==> config.mk <==
export PLATFORM = sky130hd
export DESIGN_NAME = softmax_result_collector_flat
export DESIGN_NICKNAME = d
export VERILOG_FILES = /design/src/rtl/softmax_result_collector_if.sv /design/src/rtl/softmax_result_collector.sv /design/src/flat_wrapper.sv
export SDC_FILE = /design/constraint.sdc
export NUM_CORES = 1
export LEC_CHECK = 0
export CORE_ASPECT_RATIO = 1.2
export CORE_UTILIZATION = 40
export CTS_BUF_LIST = sky130_fd_sc_hd__clkbuf_8
export DETAILED_ROUTE_END_ITERATION = 10
export SYNTH_ARGS = -nofsm -noshare
export SYNTH_HDL_FRONTEND = slang
export SYNTH_SLANG_ARGS = --single-unit
export TNS_END_PERCENT = 100
==> constraint.sdc <==
create_clock -name clk -period 2.87 [get_ports clk]
set_input_delay 0.4305 -clock clk [delete_from_list [all_inputs] [get_ports clk]]
set_output_delay 0.4305 -clock clk [all_outputs]
set_load 0.01 [all_outputs]
==> src/rtl/softmax_result_collector_if.sv <==
// Beat-train input and result-stream output bundle of the softmax result collector.
// master drives beats and out_ready; slave is the collector.
interface softmax_result_collector_if #(
  parameter int unsigned DATA_WIDTH = 24,
  parameter int unsigned IDX_WIDTH  = 4
);
  logic                  valid_in;
  logic [IDX_WIDTH-1:0]  sel_in;
  logic [DATA_WIDTH-1:0] data_in;
  logic                  out_ready;
  logic                  out_valid;
  logic [DATA_WIDTH-1:0] out_data;
  logic [IDX_WIDTH-1:0]  out_idx;
  logic                  class_valid;
  logic [IDX_WIDTH-1:0]  class_idx;
  logic [DATA_WIDTH-1:0] class_val;
  logic                  busy;
  logic                  err_seq;

  modport master (
    output valid_in, sel_in, data_in, out_ready,
    input  out_valid, out_data, out_idx, class_valid, class_idx, class_val, busy, err_seq
  );

  modport slave (
    input  valid_in, sel_in, data_in, out_ready,
    output out_valid, out_data, out_idx, class_valid, class_idx, class_val, busy, err_seq
  );
endinterface

==> src/rtl/softmax_result_collector.sv <==
// Buffers one frame of softmax results, tracks the argmax on the fly and replays
// the frame over a valid/ready stream; flags out-of-sequence beats.
module softmax_result_collector #(
  parameter int unsigned DATA_WIDTH  = 24,
  parameter int unsigned OUTPUT_SIZE = 10,
  parameter int unsigned IDX_WIDTH   = 4
) (
  input logic                     clk,
  input logic                     rst,
  softmax_result_collector_if.slave bus
);

  localparam logic [IDX_WIDTH-1:0] FIRST_SEL = IDX_WIDTH'(1);
  localparam logic [IDX_WIDTH-1:0] SECOND_SEL = IDX_WIDTH'(2);
  localparam logic [IDX_WIDTH-1:0] LAST_SEL  = IDX_WIDTH'(OUTPUT_SIZE);
  localparam logic [IDX_WIDTH-1:0] LAST_PTR  = IDX_WIDTH'(OUTPUT_SIZE - 1);

  typedef enum logic [1:0] {IDLE, COLLECT, DRAIN} state_e;

  state_e                state_q, state_d;
  logic [DATA_WIDTH-1:0] frame_q [OUTPUT_SIZE];
  logic [IDX_WIDTH-1:0]  exp_q, exp_d;
  logic [DATA_WIDTH-1:0] max_val_q, max_val_d;
  logic [IDX_WIDTH-1:0]  max_idx_q, max_idx_d;
  logic                  out_valid_q, out_valid_d;
  logic [DATA_WIDTH-1:0] out_data_q, out_data_d;
  logic [IDX_WIDTH-1:0]  out_idx_q, out_idx_d;
  logic                  class_valid_q, class_valid_d;
  logic [IDX_WIDTH-1:0]  class_idx_q, class_idx_d;
  logic [DATA_WIDTH-1:0] class_val_q, class_val_d;
  logic                  err_q, err_d;
  logic                  busy_q;
  logic                  wr_en;
  logic [IDX_WIDTH-1:0]  wr_idx;
  logic                  first_beat, beat_ok, hs;
  logic [IDX_WIDTH-1:0]  nxt_ptr;

  assign first_beat = bus.valid_in && (bus.sel_in == FIRST_SEL);
  assign beat_ok    = bus.valid_in && (bus.sel_in == exp_q);
  assign hs         = out_valid_q && bus.out_ready;
  assign nxt_ptr    = out_idx_q + IDX_WIDTH'(1);
  assign wr_idx     = bus.sel_in - IDX_WIDTH'(1);

  // State register
  always_ff @(posedge clk) begin
    if (rst) state_q <= IDLE;
    else     state_q <= state_d;
  end

  // Next-state logic
  always_comb begin
    state_d = state_q;
    case (state_q)
      IDLE:    if (first_beat) state_d = COLLECT;
      COLLECT: begin
        if (beat_ok) begin
          if (bus.sel_in == LAST_SEL) state_d = DRAIN;
        end else if (bus.valid_in && !first_beat) begin
          state_d = IDLE;
        end
      end
      DRAIN:   if (hs && (out_idx_q == LAST_PTR)) state_d = IDLE;
      default: state_d = IDLE;
    endcase
  end

  // Datapath and output next values
  always_comb begin
    exp_d         = exp_q;
    max_val_d     = max_val_q;
    max_idx_d     = max_idx_q;
    out_valid_d   = out_valid_q;
    out_data_d    = out_data_q;
    out_idx_d     = out_idx_q;
    class_valid_d = 1'b0;
    class_idx_d   = class_idx_q;
    class_val_d   = class_val_q;
    err_d         = 1'b0;
    wr_en         = 1'b0;
    case (state_q)
      IDLE: begin
        if (first_beat) begin
          wr_en     = 1'b1;
          max_val_d = bus.data_in;
          max_idx_d = '0;
          exp_d     = SECOND_SEL;
        end else if (bus.valid_in) begin
          err_d = 1'b1;
        end
      end
      COLLECT: begin
        if (beat_ok) begin
          wr_en = 1'b1;
          exp_d = exp_q + IDX_WIDTH'(1);
          // Strict compare keeps the lower index on ties
          if (bus.data_in > max_val_q) begin
            max_val_d = bus.data_in;
            max_idx_d = wr_idx;
          end
          if (bus.sel_in == LAST_SEL) begin
            exp_d         = FIRST_SEL;
            class_valid_d = 1'b1;
            class_idx_d   = max_idx_d;
            class_val_d   = max_val_d;
            out_valid_d   = 1'b1;
            out_idx_d     = '0;
            out_data_d    = frame_q[0];
          end
        end else if (bus.valid_in) begin
          err_d = 1'b1;
          if (first_beat) begin
            wr_en     = 1'b1;
            max_val_d = bus.data_in;
            max_idx_d = '0;
            exp_d     = SECOND_SEL;
          end else begin
            exp_d = FIRST_SEL;
          end
        end
      end
      DRAIN: begin
        err_d = bus.valid_in;
        if (hs) begin
          if (out_idx_q == LAST_PTR) begin
            out_valid_d = 1'b0;
            out_idx_d   = '0;
            out_data_d  = '0;
          end else begin
            out_idx_d  = nxt_ptr;
            out_data_d = frame_q[nxt_ptr];
          end
        end
      end
      default: ;
    endcase
  end

  always_ff @(posedge clk) begin
    if (rst) begin
      exp_q         <= FIRST_SEL;
      max_val_q     <= '0;
      max_idx_q     <= '0;
      out_valid_q   <= 1'b0;
      out_data_q    <= '0;
      out_idx_q     <= '0;
      class_valid_q <= 1'b0;
      class_idx_q   <= '0;
      class_val_q   <= '0;
      err_q         <= 1'b0;
      busy_q        <= 1'b0;
    end else begin
      exp_q         <= exp_d;
      max_val_q     <= max_val_d;
      max_idx_q     <= max_idx_d;
      out_valid_q   <= out_valid_d;
      out_data_q    <= out_data_d;
      out_idx_q     <= out_idx_d;
      class_valid_q <= class_valid_d;
      class_idx_q   <= class_idx_d;
      class_val_q   <= class_val_d;
      err_q         <= err_d;
      busy_q        <= (state_d != IDLE);
    end
  end

  // Frame storage needs no reset
  always_ff @(posedge clk) begin
    if (wr_en) frame_q[wr_idx] <= bus.data_in;
  end

  assign bus.out_valid   = out_valid_q;
  assign bus.out_data    = out_data_q;
  assign bus.out_idx     = out_idx_q;
  assign bus.class_valid = class_valid_q;
  assign bus.class_idx   = class_idx_q;
  assign bus.class_val   = class_val_q;
  assign bus.busy        = busy_q;
  assign bus.err_seq     = err_q;

endmodule

==> src/flat_wrapper.sv <==
// flat-port wrapper written by rule: the top's interface ports become plain ports
module softmax_result_collector_flat 
#(
  parameter int unsigned DATA_WIDTH  = 24,
  parameter int unsigned OUTPUT_SIZE = 10,
  parameter int unsigned IDX_WIDTH   = 4
)
  (clk, rst, bus_valid_in, bus_sel_in, bus_data_in, bus_out_ready, bus_out_valid, bus_out_data, bus_out_idx, bus_class_valid, bus_class_idx, bus_class_val, bus_busy, bus_err_seq);
  softmax_result_collector_if #(.DATA_WIDTH(DATA_WIDTH), .IDX_WIDTH(IDX_WIDTH)) bus_i ();
  input logic clk;
  input logic rst;
  input wire logic [$bits(bus_i.valid_in)-1:0] bus_valid_in;
  input wire logic [$bits(bus_i.sel_in)-1:0] bus_sel_in;
  input wire logic [$bits(bus_i.data_in)-1:0] bus_data_in;
  input wire logic [$bits(bus_i.out_ready)-1:0] bus_out_ready;
  output wire logic [$bits(bus_i.out_valid)-1:0] bus_out_valid;
  output wire logic [$bits(bus_i.out_data)-1:0] bus_out_data;
  output wire logic [$bits(bus_i.out_idx)-1:0] bus_out_idx;
  output wire logic [$bits(bus_i.class_valid)-1:0] bus_class_valid;
  output wire logic [$bits(bus_i.class_idx)-1:0] bus_class_idx;
  output wire logic [$bits(bus_i.class_val)-1:0] bus_class_val;
  output wire logic [$bits(bus_i.busy)-1:0] bus_busy;
  output wire logic [$bits(bus_i.err_seq)-1:0] bus_err_seq;
  assign bus_i.valid_in = bus_valid_in;
  assign bus_i.sel_in = bus_sel_in;
  assign bus_i.data_in = bus_data_in;
  assign bus_i.out_ready = bus_out_ready;
  assign bus_out_valid = bus_i.out_valid;
  assign bus_out_data = bus_i.out_data;
  assign bus_out_idx = bus_i.out_idx;
  assign bus_class_valid = bus_i.class_valid;
  assign bus_class_idx = bus_i.class_idx;
  assign bus_class_val = bus_i.class_val;
  assign bus_busy = bus_i.busy;
  assign bus_err_seq = bus_i.err_seq;
  softmax_result_collector #(.DATA_WIDTH(DATA_WIDTH), .OUTPUT_SIZE(OUTPUT_SIZE), .IDX_WIDTH(IDX_WIDTH)) u_core (.clk(clk), .rst(rst), .bus(bus_i));
endmodule
==> impl_metrics.yaml, run 1 <==
hold_path:
  hold_path.class: "primary input to register"
  hold_start: "rst"
drt:
  routed_wirelength_um: 34400
  met2_length_um: 16800
  drc_errors: 0
  routed.top_layer: "met4"
  avgRoutedWirePerCell_um: 20.3
  drtIter0Drc: 621
  vias: 9051
  postRouteAntennaNets: 0
  first_pass_iters: 4
  met1Wirelength_um: 15100
  viasPerCell: 5.33
  wl_met3_um: 1840
power:
  pwr-share-comb_pct: 4.7
  power.density_nw_per_um2: 528
  pwr-share-clk_pct: 39.1
  power.internal_w: 0.00718
  irDropWorstVdd_v: 0.000268
  swShare_pct: 22.4
  power_w: 0.00924
  p_leak_nw: 5.81
  power.switching_w: 0.00207
  seqPwrFrac_pct: 56.2
clock_tree:
  cts_made_buffers: 51
  cts_hold_buf: 0
  htree_num_levels: 2
  cts_tree: "yes"
  cts-root-buf: "clkbuf_8"
  clock_path_buffers: 3
  clkSinkCount: 334
  clkLatencyLatePin_ps: 590
  path_clk_slew_ps: 60
cells_and_area:
  fin_area_um2: 17500
  syn_to_final_growth_pct: 21.9
  post-route-util_pct: 49.7
  nFillCells: 3113
  instances_no_fill: 1699
  antennaDiodeCount: 0
  fin_nets: 1265
  drive_above_1_share_pct: 20.0
die:
  ios: 92
  die_h_um: 210
  initial_core_util_pct: 40.8
  fp-row-count: 75
  dieArea_um2: 36700
  chipWidth_um: 175
  core_area_um2: 35200
sta:
  worst_slack_ps: 179
  setup_viol: 0
  timing.fmax_ghz: 0.372
  max_slew_margin_pct: 70.5
  clock_skew_ps: 19.2
  worstMarginPinSlew_ps: 442
  hold_viol: 0
  fin_crit_ps: 2690
  rsz0062_at_grt: "no"
  min_period_over_period_pct: 93.8
  drv_slew: 0
global_routing:
  grt_max_degree: 61
  antenna_found_initial: 0
  grt_util_all_layers_pct: 19.3
  grt_pass1_wl_um: 53500
  first_global_vias: 9167
  grt.overflow.total: 0
synthesis:
  synthTopCellsByArea: "edfxtp_1, dfxtp_1, mux4_2, mux2i_1, ha_1"
  synth_top_area_share_pct: 50.2
  netlist_instances: 1023
  ys_seq_area_share_pct: 63.3
  synth_top_cell_by_area: "edfxtp_1"
  synth_ff_type: "edfxtp_1"
  yosys_warnings: 0
  yosysUniqueCellTypes: 53
  synth_fp_nets: 1093
  synth_enable_flop_cells: 240
  async_flop_share_pct: 0
  avgSynthCellArea_um2: 14.0
  synth_area_um2: 14400
  synth.ff_latch_count: 334
place:
  dpl.hpwl_um: 21800
  pre_cts_slack_ps: -412
  io_buffers: 91
  placed_area_um2: 16500
  gp_congestion: 0.768
  placed_cells: 1604
setup_path:
  required_ps: 3350
  critical_path.max_fanout: 14
  critPathLaunch: "u_core.max_val_q[15]"
  cp.arrival_ps: 3170
  rr_startpoint: "u_core.max_val_q[15]"
  cp-end-kind: "register"
  critPathKind: "register to register"
  start_kind: "register"
outcome:
  status: "completed"
flow_run:
  cap_violations: 0
power by group through the flow:
stage          clock [W]  sequential (W)  combinational (W)
2_1_floorplan          0         0.00530           0.000173
3_3_place_gp           0         0.00529           0.000433
3_5_place_dp           0         0.00530           0.000439
4_1_cts          0.00373         0.00519           0.000441
5_1_grt          0.00392         0.00519           0.000481
6_report         0.00361         0.00519           0.000438
sequential cells by signal (all words and copies together) (netlist names), 2 cells and up:
register and flops:
u_core.state_q 2, u_core.bus.class_idx 4, u_core.bus.out_data 24, u_core.max_idx_q 4
u_core.max_val_q 24, u_core.exp_q 4, u_core.frame_q 240, u_core.bus.out_idx 4
u_core.bus.class_val 24
worst max-delay path, cell delays in order (launching register included):
cell and delay, ps:
dfxtp_1 380, inv_1 60, ha_1 300, nand4_1 180, or4_4 570, a211oi_2 160
or3_2 160, a21o_1 200, buf_12 170, nand3_2 130, o32ai_1 270
area by class of cell:
type / count / area, um2 / share of cell area, %
clock buffer: 53 / 729 / 4.17
clock inverter: 42 / 201 / 1.15
inverter: 57 / 214 / 1.22
multi-input combinational: 565 / 4780 / 27.3
sequential: 334 / 9090 / 52.0
tap: 462 / 578 / 3.30
timing repair buffer: 186 / 1900 / 10.9
cells in the final DEF, fill, tap and decap left out, drive strengths merged, types with 24 or more instances in the layout:
master	n
nand2b	52
nor3	33
mux2i	48
edfxtp	240
buf	96
a21oi	24
inv	83
dfxtp	94
nor2	62
o22ai	24
nor4	47
mux4	48
ha	38
clkdlybuf4s50	90
mux2	24
a211oi	52
clkbuf	53
metal layers:
layer	vias up	track usage, %
li1	4251	-
met1	4502	25.5
met4	0	5.76
met2	254	32.4
met5	-	0
met3	44	3.17
synth_stat cells, types with 2 or more instances:
cell type	instances
nand4_1	8
nand2_1	21
nor4_1	46
o32ai_1	4
nand3b_1	6
a211oi_2	2
nor2_1	61
a311oi_1	2
buf_2	15
o21bai_1	2
mux2_2	24
clkbuf_1	43
inv_1	57
mux2i_1	48
and3_1	3
a21oi_1	22
buf_4	2
nand2b_1	52
nand3_1	11
a21o_1	3
a21oi_2	2
dfxtp_1	94
o21ai_0	9
or4_1	2
or3_1	4
mux4_2	48
xnor2_1	2
ha_1	38
edfxtp_1	240
xor2_1	8
a211oi_1	50
and2_1	13
nor3_1	32
or2_2	2
o22ai_1	24
o311ai_0	3
buf_1	4
path summary, 6_finish.rpt:
path / end / slack [ps] / depth (start not counted)
hold reg to reg: u_core.max_val_q[8] / 490 / 2
setup / recovery: u_core.max_idx_q[1] / 180 / 10
hold / removal: u_core.bus.class_valid / 270 / 2
setup reg to reg: u_core.max_idx_q[1] / 180 / 10
through the flow:
stage	hold WS [ps]	TNS, ps
after floorplan	458	0
after global placement	474	-16480
after detailed placement	486	-22940
after CTS	216	0
after global routing	274	0
final	270	0
timing repair:
item                                    CTS  global route
endpoints found under the setup margin    0            14
buffers inserted                          0             0
resized for setup                         0             4
cell families after synthesis:
group                      after synthesis  synth area share (%)
muxes                                  120                  12.8
buffers and inverters                  124                  3.67
xor gates and xnor gates                10                 0.610
adders and majority gates               38                  3.31
AOI/OAI and AO/OA                      130                  6.29
and+or+nand+nor                        267                  10.1
DFF                                    334                  63.3
(Power assumes the default switching activity.)
==> run 2, diff against run 1 <==
GPL_ROUTABILITY_DRIVEN = 0   (was default)
SETUP_SLACK_MARGIN = 0.05   (was default)
SLEW_MARGIN = 20   (was default)
==> impl_metrics.yaml, run 2 (synthesis gave the netlist of run 1 again) <==
setup_path:
  required_ps: 3380
  rr_startpoint: "u_core.max_val_q[15]"
  critical_path.max_fanout: 5
  r2r-end: "u_core.max_val_q[21]"
  reg2regPathDepth: 11
  rrSetupSlack_ps: 180
  cp.arrival_ps: 3210
  cp-end-kind: "register"
  start_kind: "register"
  critPathKind: "register to register"
global_routing:
  first_global_vias: 9167
  grt_util_all_layers_pct: 19.3
  grt_max_degree: 61
  grt_pass1_wl_um: 53500
  grt.overflow.total: 0
  antenna_found_initial: 0
cells_and_area:
  drive_above_1_share_pct: 20.2
  layout_common_cells: "edfxtp_1, dfxtp_1, clkdlybuf4s50_1, inv_1, buf_4"
  antennaDiodeCount: 0
  regMostFlops: "u_core.frame_q"
  layout_commonest_cell: "edfxtp_1"
  fin_area_um2: 17500
  instances_no_fill: 1702
  fin_nets: 1268
  multi_input_area_um2: 4780
  largest_reg_flops: 240
  nFillCells: 3110
  post-route-util_pct: 49.8
  register_area_um2: 9090
  syn_to_final_growth_pct: 22.1
drt:
  postRouteAntennaNets: 0
  first_pass_iters: 5
  routed_wirelength_um: 34700
  viasPerCell: 5.35
  vias: 9099
  drc_errors: 0
  avgRoutedWirePerCell_um: 20.4
  drtIter0Drc: 620
sta:
  drv_slew: 0
  hold_ws_ps: 278
  clock_skew_ps: 19.6
  setup_viol: 0
  timing.fmax_ghz: 0.371
  hold_viol: 0
  fin_crit_ps: 2690
  min_period_over_period_pct: 93.8
  setup_tns_ps: 0
  worstMarginPinSlew_ps: 446
  rsz0062_at_grt: "no"
  max_slew_margin_pct: 70.3
die:
  fp-row-count: 75
  initial_core_util_pct: 40.8
  dieArea_um2: 36700
  core_area_um2: 35200
  ios: 92
  die_h_um: 210
  chipWidth_um: 175
clock_tree:
  clock_path_buffers: 3
  cts-root-buf: "clkbuf_8"
  clkLatencyLatePin_ps: 590
  path_clk_slew_ps: 70
  htree_num_levels: 2
  cts_made_buffers: 51
  clkSinkCount: 334
  cts_hold_buf: 0
  cts_tree: "yes"
power:
  power.switching_w: 0.00207
  irDropWorstVdd_v: 0.000269
  pwr-share-comb_pct: 4.8
  pwr-share-clk_pct: 39.1
  p_leak_nw: 5.83
  seqPwrFrac_pct: 56.1
  swShare_pct: 22.4
  power.internal_w: 0.00718
  power.density_nw_per_um2: 528
outcome:
  status: "completed"
place:
  placed_cells: 1604
  placed_area_um2: 16500
  io_buffers: 91
  dpl.hpwl_um: 21800
hold_path:
  min_delay_worst_endpoint: "u_core.bus.class_valid"
  hold_start: "rst"
  hold_path.class: "primary input to register"
  min_path_cells: 2
flow_run:
  cap_violations: 0
-- run 2: cell type report --
| type | count | area share (%) |
|---|---|---|
| sequential | 334 | 51.8 |
| multi-input combinational | 565 | 27.3 |
| timing repair buffer | 189 | 11.1 |
| clock buffer | 53 | 4.16 |
| tap | 462 | 3.30 |
| inverter | 57 | 1.22 |
| clock inverter | 42 | 1.15 |
-- run 2: per-layer routing --
metal / vias to the layer above / GRT usage (%) / share of wire, %
li1: 4257 / - / -
met1: 4556 / 25.5 / 44
met2: 240 / 32.4 / 49
met3: 46 / 3.17 / 5.1
met4: 0 / 5.76 / 2.1
met5: - / 0 / 0
-- run 2: power by group through the flow --
stage | combinational, W | clock (W) | sequential (W)
floorplan | 0.000173 | 0 | 0.00530
global placement | 0.000433 | 0 | 0.00529
detailed placement | 0.000439 | 0 | 0.00530
CTS | 0.000441 | 0.00373 | 0.00519
global route | 0.000485 | 0.00392 | 0.00519
finish | 0.000443 | 0.00362 | 0.00519
-- run 2: worst max path at each step --
stage | startpoint | to | slack (ps)
global route | u_core.max_val_q[15] | u_core.max_val_q[16] | 30
finish | u_core.max_val_q[15] | u_core.max_val_q[21] | 180
floorplan | bus_sel_in[2] | u_core.frame_q[0][0] | 140
detailed placement | bus_data_in[8] | u_core.max_val_q[16] | -410
CTS | u_core.max_val_q[15] | u_core.max_val_q[16] | 80
global placement | bus_data_in[8] | u_core.max_val_q[16] | -360
-- run 2: worst max-delay path: stages (launching register included) --
cell	delay (ps)
dfxtp_1	370
inv_1	60
ha_1	300
nand4_1	180
or4_4	570
a211oi_2	160
or3_2	170
a21oi_2	60
a211oi_4	230
buf_6	160
buf_2	180
mux2i_1	180
-- run 2: stage by stage --
| step | power [W] | setup slack (ps) |
|---|---|---|
| final | 0.00925 | 177 |
| after global routing | 0.00960 | 25.3 |
| after floorplan | 0.00547 | 138 |
| after detailed placement | 0.00573 | -412 |
| after CTS | 0.00936 | 75.0 |
| after global placement | 0.00573 | -361 |
-- run 2: timing repair --
action	4_1_cts	5_1_grt
resized for setup	0	5
endpoints found under the setup margin	0	30
endpoints found under the hold margin	0	0
setup buffers	0	1
==> run 3, diff against run 2 <==
ABC_AREA = 0   (was default)
CELL_PAD_IN_SITES_DETAIL_PLACEMENT = 1   (was default)
CELL_PAD_IN_SITES_GLOBAL_PLACEMENT = 1   (was default)
CTS_CLUSTER_SIZE = 10   (was default)
PLACE_DENSITY_LB_ADDON = 0.1   (was default)
==> impl_metrics.yaml, run 3 (synthesis gave the netlist of run 1 again) <==
clock_tree:
  path_clk_slew_ps: 60
  htree_num_levels: 2
  cts_made_buffers: 54
  cts_tree: "yes"
  clock_path_buffers: 3
  clkLatencyLatePin_ps: 610
  clkSinkCount: 334
  cts_hold_buf: 0
  cts-root-buf: "clkbuf_8"
cells_and_area:
  antennaDiodeCount: 0
  register_area_um2: 9100
  nFillCells: 3562
  fin_nets: 1287
  multi_input_area_um2: 4840
  syn_to_final_growth_pct: 24.3
  instances_no_fill: 1725
  regMostFlops: "u_core.frame_q"
  largest_reg_flops: 240
  drive_above_1_share_pct: 22.7
  layout_commonest_cell: "edfxtp_1"
  layout_common_cells: "edfxtp_1, clkdlybuf4s50_1, buf_4, dfxtp_1, inv_1"
drt:
  postRouteAntennaNets: 0
  viasPerCell: 5.36
  first_pass_iters: 4
  vias: 9239
  drtIter0Drc: 433
  drc_errors: 0
  avgRoutedWirePerCell_um: 22.1
  routed_wirelength_um: 38100
setup_path:
  crit_chain: "inv_1 > ha_1 > nand4_1 > or4_4 > a211oi_2 > or3_4 > a21oi_2 > a211oi_4 > buf_6 > buf_12 > mux2i_1"
  required_ps: 3400
  crit_family: "simple AND/OR/NAND/NOR gates"
  cp.arrival_ps: 3310
  critPathKind: "register to register"
  cp-end-kind: "register"
  critPathBufInv: 3
  critPathLaunch: "u_core.max_val_q[13]"
  rr_startpoint: "u_core.max_val_q[13]"
  critical_path.max_fanout: 8
  worst_path_largest_cell_delay_ps: 620
  start_kind: "register"
  slowest_stage: "or4_4"
sta:
  drv_slew: 0
  setup_tns_ps: 0
  timing.fmax_ghz: 0.359
  hold_ws_ps: 298
  setup_viol: 0
  min_period_over_period_pct: 97.0
  worst_slack_ps: 85.9
  max_slew_margin_pct: 66.9
  rsz0062_at_grt: "yes"
  hold_viol: 0
  worstMarginPinSlew_ps: 492
  fin_crit_ps: 2780
  clock_skew_ps: 22.9
power:
  pwr-share-clk_pct: 40.3
  power.density_nw_per_um2: 532
  pwr-share-comb_pct: 5.0
  irDropWorstVdd_v: 0.000307
  power.switching_w: 0.00218
  p_leak_nw: 5.97
  power.internal_w: 0.00732
  seqPwrFrac_pct: 54.7
  swShare_pct: 22.9
die:
  fp-row-count: 75
  ios: 92
  initial_core_util_pct: 40.8
  core_area_um2: 35200
  dieArea_um2: 36700
  die_h_um: 210
  chipWidth_um: 175
place:
  dpl.hpwl_um: 24100
  pre_cts_slack_ps: -490
  placed_cells: 1614
  io_buffers: 91
global_routing:
  grt_pass1_wl_um: 58500
  first_global_vias: 9909
  grt.overflow.total: 0
  grt_max_degree: 61
  grt_util_all_layers_pct: 21.2
  antenna_found_initial: 0
hold_path:
  hold_path.class: "primary input to register"
  hold_start: "rst"
flow_run:
  cap_violations: 0
outcome:
  status: "completed"
[run 3: cell count changes in the layout (fill, tap and decap cells not counted), sizes merged]
cell / delta
inv: -2
clkinv: +6
clkinvlp: -1
clkbuf: +3
buf: +17
[run 3: final timing paths]
kind                                               end  cells after the start  slack [ps]
worst max-delay path              u_core.max_val_q[15]                     11          90
worst min-delay path            u_core.bus.class_valid                      2         300
worst max register to register    u_core.max_val_q[15]                     11          90
worst min register to register     u_core.max_val_q[9]                      2         480
[run 3: what timing repair did]
action	4_1_cts	5_1_grt
gates cloned	1	0
pin swaps	5	1
gates resized for setup	14	11
setup buffers	5	4
endpoints found under the setup margin	48	36
[run 3: power by group through the flow]
stage               clock network [W]  registers (W)  logic (W)
global placement                    0        0.00530   0.000450
detailed placement                  0        0.00530   0.000460
global route                  0.00415        0.00519   0.000515
finish                        0.00383        0.00519   0.000472
CTS                           0.00395        0.00519   0.000470
floorplan                           0        0.00530   0.000173
[run 3: cell type report]
cell class,instances,share of cell area (%)
clock buffers,57,4.40
clock inverters,45,1.21
inverters,57,1.20
multi-input cells,565,27.1
flip-flops and latches,334,51.0
well taps,462,3.24
repair buffers,205,11.9
[run 3: layer usage]
metal  up-vias  GRT usage [%]  share of wire [%]
met2       185           35.5                 49
met3        57           3.48                4.0
li1       4302              -                  -
met4         0           6.27                2.1
met5         -              0                  0
met1      4695           28.3                 45
[run 3: per-stage QoR]
step                      instance area, um2  utilization (%)  power (W)
after floorplan                        14400                -    0.00547
after global placement                 16700             47.3    0.00575
after detailed placement               16700             47.3    0.00576
after CTS                              17800             50.5    0.00962
after global routing                   17800             50.7    0.00985
final                                  17800             50.7    0.00950
